File: config.mk
export PLATFORM = sky130hd
export DESIGN_NAME = unload_nibble
export DESIGN_NICKNAME = d
export VERILOG_FILES = /design/src/rtl/unload_nibble.sv
export SDC_FILE = /design/constraint.sdc
export NUM_CORES = 1
export LEC_CHECK = 0
export ABC_AREA = 1
export CELL_PAD_IN_SITES_DETAIL_PLACEMENT = 0
export CELL_PAD_IN_SITES_GLOBAL_PLACEMENT = 1
export CORE_AREA = 2 2 99 101
export DETAILED_ROUTE_END_ITERATION = 6
export DIE_AREA = 0 0 101 103
export GPL_TIMING_DRIVEN = 0
export PLACE_DENSITY_LB_ADDON = 0.3
export SLEW_MARGIN = 20
export SYNTH_ARGS = -nofsm -noshare
export SYNTH_HDL_FRONTEND = slang
export SYNTH_SLANG_ARGS = --single-unit
File: constraint.sdc
create_clock -name i_clk -period 2.6 [get_ports i_clk]
set_input_delay 0.39 -clock i_clk [delete_from_list [all_inputs] [get_ports i_clk]]
set_output_delay 0.39 -clock i_clk [all_outputs]
set_load 0.005 [all_outputs]
File: src/rtl/unload_nibble.sv
// Streams a captured (x, y) result pair out four bits per beat, LS nibble first, with ready/valid handshake.
// Optional macro UNLOAD_CHECK_EN appends one XOR check beat per operand to each frame.
module unload_nibble #(
  parameter int SIZE  = 32,
  parameter int BEATS = SIZE / 4
) (
  input  logic            i_clk,
  input  logic            i_rst,
  input  logic            i_done,
  input  logic [SIZE-1:0] i_x,
  input  logic [SIZE-1:0] i_y,
  input  logic            i_ready,
  output logic            o_valid,
  output logic [3:0]      o_x_nib,
  output logic [3:0]      o_y_nib,
  output logic            o_last,
  output logic            o_busy
);

  // state    | meaning
  // IDLE     | waiting for a rising edge of i_done
  // SEND     | presenting beats, advancing on i_ready
  // WAIT_LOW | frame done, waiting for i_done to drop
  typedef enum logic [1:0] {IDLE, SEND, WAIT_LOW} state_t;

`ifdef UNLOAD_CHECK_EN
  localparam int LAST_IDX = BEATS;
  localparam int CW       = $clog2(BEATS + 2);
`else
  localparam int LAST_IDX = BEATS - 1;
  localparam int CW       = $clog2(BEATS + 1);
`endif

  state_t          state;
  logic            done_q;
  logic [SIZE-1:0] shift_x;
  logic [SIZE-1:0] shift_y;
  logic [CW-1:0]   beat_cnt;
  logic            rise;
  logic            is_last;
  logic [3:0]      nib_x;
  logic [3:0]      nib_y;

  assign rise    = i_done & ~done_q;
  assign is_last = (beat_cnt == CW'(LAST_IDX));

`ifdef UNLOAD_CHECK_EN
  logic [3:0] chk_x;
  logic [3:0] chk_y;
  logic       is_chk;

  assign is_chk = (beat_cnt == CW'(BEATS));
  assign nib_x  = is_chk ? chk_x : shift_x[3:0];
  assign nib_y  = is_chk ? chk_y : shift_y[3:0];
`else
  assign nib_x  = shift_x[3:0];
  assign nib_y  = shift_y[3:0];
`endif

  always_ff @(posedge i_clk) begin
    if (i_rst) begin
      state    <= IDLE;
      done_q   <= 1'b0;
      shift_x  <= '0;
      shift_y  <= '0;
      beat_cnt <= '0;
`ifdef UNLOAD_CHECK_EN
      chk_x    <= 4'h0;
      chk_y    <= 4'h0;
`endif
    end else begin
      done_q <= i_done;
      case (state)
        IDLE: begin
          if (rise) begin
            shift_x  <= i_x;
            shift_y  <= i_y;
            beat_cnt <= '0;
`ifdef UNLOAD_CHECK_EN
            chk_x    <= 4'h0;
            chk_y    <= 4'h0;
`endif
            state    <= SEND;
          end
        end
        SEND: begin
          if (i_ready) begin
            shift_x  <= shift_x >> 4;
            shift_y  <= shift_y >> 4;
            beat_cnt <= beat_cnt + CW'(1);
`ifdef UNLOAD_CHECK_EN
            // fold only data beats into the running parity
            if (beat_cnt < CW'(BEATS)) begin
              chk_x <= chk_x ^ shift_x[3:0];
              chk_y <= chk_y ^ shift_y[3:0];
            end
`endif
            if (is_last) state <= WAIT_LOW;
          end
        end
        WAIT_LOW: begin
          if (!i_done) state <= IDLE;
        end
        default: state <= IDLE;
      endcase
    end
  end

  assign o_valid = (state == SEND);
  assign o_busy  = o_valid;
  assign o_last  = o_valid & is_last;
  assign o_x_nib = o_valid ? nib_x : 4'h0;
  assign o_y_nib = o_valid ? nib_y : 4'h0;

endmodule

[Yosys cells after proc, flatten, opt, wreduce, memory -nomap -nowiden]
Index checks and enable logic that the tools add are counted.
Storage, ports and cells
  flip-flop bits (word level): 71
  bits in latches: 0
  RAM bits: 0
  bits in read-only memories: 0
  logic and storage cells: 36
  memories kept: 0
Operators by class
  add/sub/neg operators: 1
  multipliers: 0
  divide/modulo/power cells: 0
  order comparisons: 0
  equal/unequal tests: 7
  shifts and indexed selects: 0
  multiplexer cells: 16
  bitwise logic cells: 3
  reduce and logical (&&, ||, !) cells: 4
Operators by type and width (number)
  two-way mux 32 bit: 4
  case mux 32 bit (2 select lines): 2
  two-way mux 4 bit: 4
  two-way mux 2 bit: 4
  case mux 4 bit (2 select lines): 1
  != test 2 bit (second input constant): 3
  case mux 2 bit (3 select lines): 1
  adder 4 x 1 -> 4 bit (second input constant): 1
  == test 4 x 3 -> 1 bit (second input constant): 1
  AND reduction 4 bit: 1
  AND reduction 3 bit: 1
  AND 1 bit: 2
  == test 2 x 1 -> 1 bit (second input constant): 1
  == test 2 bit (second input constant): 1
  zero test 2 bit: 1
  != test 2 x 1 -> 1 bit (second input constant): 1
  nonzero test 2 bit: 1
  NOT 1 bit: 1

[Depth between registers and ports, before layout]
  depth after elaboration: 4
  mapped depth: 9

[Worst setup path before layout]
No wires, ideal clock.
  kind: reg2out
  start: reg state[0]
  end: out o_last
  arrival time: 1.069 ns
  required time: 2.210 ns
  path slack: 1.141 ns
  stages on the path, launching flop included: 7
  buffers on the path: 2
  cell sequence: dfxtp_1 inv_2 nor2_4 inv_2 buf_2 buf_2 nor2_1
Between the ends
  cells in the longest elaborated chain, start to end: 2
RTL lines
  start, declared: RTL line 34  | state_t state;
  start signal, assigned: RTL line 62  | state <= IDLE;
  start signal, assigned: RTL line 83  | state <= SEND;
  start signal, assigned: RTL line 98  | if (is_last) state <= WAIT_LOW;
  == test 2 x 1 -> 1 bit: RTL line 109  | assign o_valid = (state == SEND);
  AND 1 bit: RTL line 111  | assign o_last = o_valid & is_last;
  end, declared: RTL line 16  | output logic o_last,
No other way between the ends.

[Final worst setup path]
Ends and elaborated chain as after synthesis.

==> metrics.cfg <==
[detailed_routing]
drt-total-wl_um=8660
route.antenna.remaining_nets=0
wl_per_cell_um=11.6
dr.pass1.iters=4
drt_iter0_drc=170
dr_total_vias=3484
vias_per_cell=4.68
drcViolationCount=0

[worst_setup_path]
worst-setup-path-type=reg -> out
reg2reg_to=shift_x[27]$_SDFFE_PP0P_
start_kind=flop
worstSetupEndpointType=output pin
crit_fanout=19
cp.arrival_ns=1.96
rr_startpoint=state[0]$_SDFFE_PP0P_
ff2ff_setup_slack_ns=0.81
r2r_cells=9
worstPathRequired_ns=2.21

[yosys]
synth_area_um2=3360
synth_cell_type_count=18
synth_area_per_cell_um2=6.26
syn_inst=536
syn_nets=605
yosysSeqAreaShare_pct=42.4
yosys_warnings=0
synth_seq_cells=71

[power_and_ir_drop]
pwr-share-comb_pct=21.8
p_int_uw=1930
clockPowerShare_pct=31.6
vdd_drop_max_mv=0.258
p_leak_uw=0.00207
p_per_area_nw_per_um2=604
p_sw_share_pct=28.7
pwr-share-seq_pct=46.5
p_switching_uw=778

[die]
die_h_um=103
die_area_um2=10400
core-area_um2=9460
num_rows=36
die_x_um=101
num_io_pins=79
start_util_pct=35.5

[run_status]
status=finished, final reports clean

[global_routing]
grt_max_degree=12
grt_pass1_vias=3225
grt_pass1_wl_um=14600
grt.total_usage_pct=17.4
overflow=0
antenna_found_initial=0

[sta]
hold_viol=0
setup_viol=0
holdWs_ns=0.484
period_share_pct=90.5
totalNegativeSetupSlack_ns=0
max-slew-margin-rel_pct=67.2
max_freq_ghz=0.425
fin_worst_skew_ns=0.00936
fin_crit_ns=2.35
tightest_slew_ns=0.492
slew_violations=0
rsz0062_at_grt=no

[clock_network]
hold_buffers=0
clock_latency_ns=0.34
ctsResizeCount=0
h-tree-depth=3
cts_root_buffer=clkbuf_8
cts.clk_slew.worst_paths_ns=0.07
cts_buffers=9
cts_tree=done
cts_buffer_depth=2
cts_sinks=71

[place]
io_buffers=78
finalWeightedCongestion=0.822
dp_hpwl_um=6130

[hold_path]
min-delay-start=shift_y[28]$_SDFFE_PP0P_
hp-class=reg -> reg
min_to=shift_y[28]$_SDFFE_PP0P_
whs_path_depth=2

[layout]
drive_gt1_share_pct=5.86
diodes=0
final_nets=695
fill_cells=1041
area_delta_synth_final_pct=33.5

[flow_run]
maxCapViolCount=0

## cells in the mapped netlist (all sizes together)
master	instances	area share (%)
nand2	182	20
o21ai	58	8.7
a22oi	1	0.22
a21oi	10	1.5
dfxtp	71	42
ha	1	0.37
nand4	10	1.9
clkbuf	17	1.9
a31oi	1	0.19
nor2	134	15
nand3	12	1.8
buf	18	2.9
inv	21	2.3
## state kept, by name, summed over array words and instances, names as in the netlist
register and count:
shift_y 32, shift_x 32, beat_cnt 4, state 2, done_q 1
## worst max-delay path, stage by stage, from the launching register on
cell and delay, ns:
dfxtp_1 0.38, inv_2 0.12, nor2_4 0.15, inv_2 0.06, buf_2 0.22, nor2_1 0.17
clkdlybuf4s50_1 0.52
## cells by family after synthesis
kind of cell / Yosys count / synth area share [%]
adder cells (fa/ha/maj): 1 / 0.373
AND/OR/NAND/NOR: 338 / 39.5
AO/OA/AOI/OAI: 70 / 10.6
flip-flops: 71 / 42.4
buffers and inverters: 56 / 7.20
## cell type report
class                   instances  area [um^2]  share of cell area [%]
flip-flops and latches         71         1420                    31.7
well taps                     114          143                    3.18
multi-input cells             409         1690                    37.8
clock buffers                  12          145                    3.24
clock inverters                 4         45.0                    1.01
plain buffers                  34          158                    3.52
inverters                      21         78.8                    1.76
repair buffers                 80          796                    17.8
## through the flow
step | power (uW) | cells | util (%) | setup slack [ns] | area, um^2
finish | 2710 | 745 | 47.4 | 0.247 | 4480
global route | 2890 | 745 | 47.4 | 0.0922 | 4480
CTS | 2740 | 746 | 47.4 | 0.0915 | 4480
detailed placement | 1870 | 728 | 45.2 | 0.337 | 4280
global placement | 1870 | 728 | 45.2 | 0.314 | 4280
floorplan | 1640 | 536 | - | 1.14 | 3360
## metal layers
| layer | global-route usage (%) | up-vias | wire length, um |
|---|---|---|---|
| met1 | 22.9 | 1554 | 4270 |
| met4 | 4.26 | 0 | 62 |
| li1 | - | 1846 | - |
| met3 | 4.14 | 6 | 405 |
| met2 | 28.9 | 78 | 3920 |
| met5 | 0 | - | 0 |
## how the worst max path moves through the flow
stage                   to  slack [ns]  cells after the start                   from
CTS                 o_last        0.09                      7  state[0]$_SDFFE_PP0P_
detailed placement  o_last        0.34                      7  state[0]$_SDFFE_PP0P_
finish              o_last        0.25                      6  state[0]$_SDFFE_PP0P_
floorplan           o_last        1.14                      6  state[0]$_SDFFE_PP0P_
global route        o_last        0.09                      6  state[0]$_SDFFE_PP0P_
global placement    o_last        0.31                      7  state[0]$_SDFFE_PP0P_
## power by group through the flow
| stage | Combinational, uW | Clock (uW) | Sequential [uW] |
|---|---|---|---|
| floorplan | 370 | 0 | 1270 |
| global placement | 589 | 0 | 1280 |
| detailed placement | 592 | 0 | 1280 |
| CTS | 602 | 877 | 1260 |
| global route | 682 | 932 | 1270 |
| finish | 591 | 857 | 1260 |
## layout by cell type, fill, tap and decap left out
| cell type | n |
|---|---|
| buf_2 | 9 |
| o21ai_0 | 58 |
| clkdlybuf4s50_1 | 78 |
| nand3_1 | 12 |
| inv_1 | 17 |
| nand2_1 | 181 |
| a22oi_1 | 1 |
| inv_2 | 4 |
| nor2_1 | 132 |
| clkinv_2 | 3 |
| nor2_4 | 2 |
| buf_4 | 7 |
| bufinv_16 | 1 |
| a21oi_1 | 10 |
| buf_1 | 3 |
| ha_1 | 1 |
| clkbuf_8 | 10 |
| nand2_2 | 1 |
| nand4_1 | 10 |
| clkbuf_1 | 19 |
| a31oi_1 | 1 |
| dfxtp_1 | 71 |
## timing repair
| action | in CTS | in global routing |
|---|---|---|
| setup buffers | 2 | 0 |
| gates cloned | 0 | 0 |
| endpoints found under the setup margin | 4 | 1 |
| pin swaps | 1 | 0 |
No activity file was read; power rests on OpenSTA's default activity.
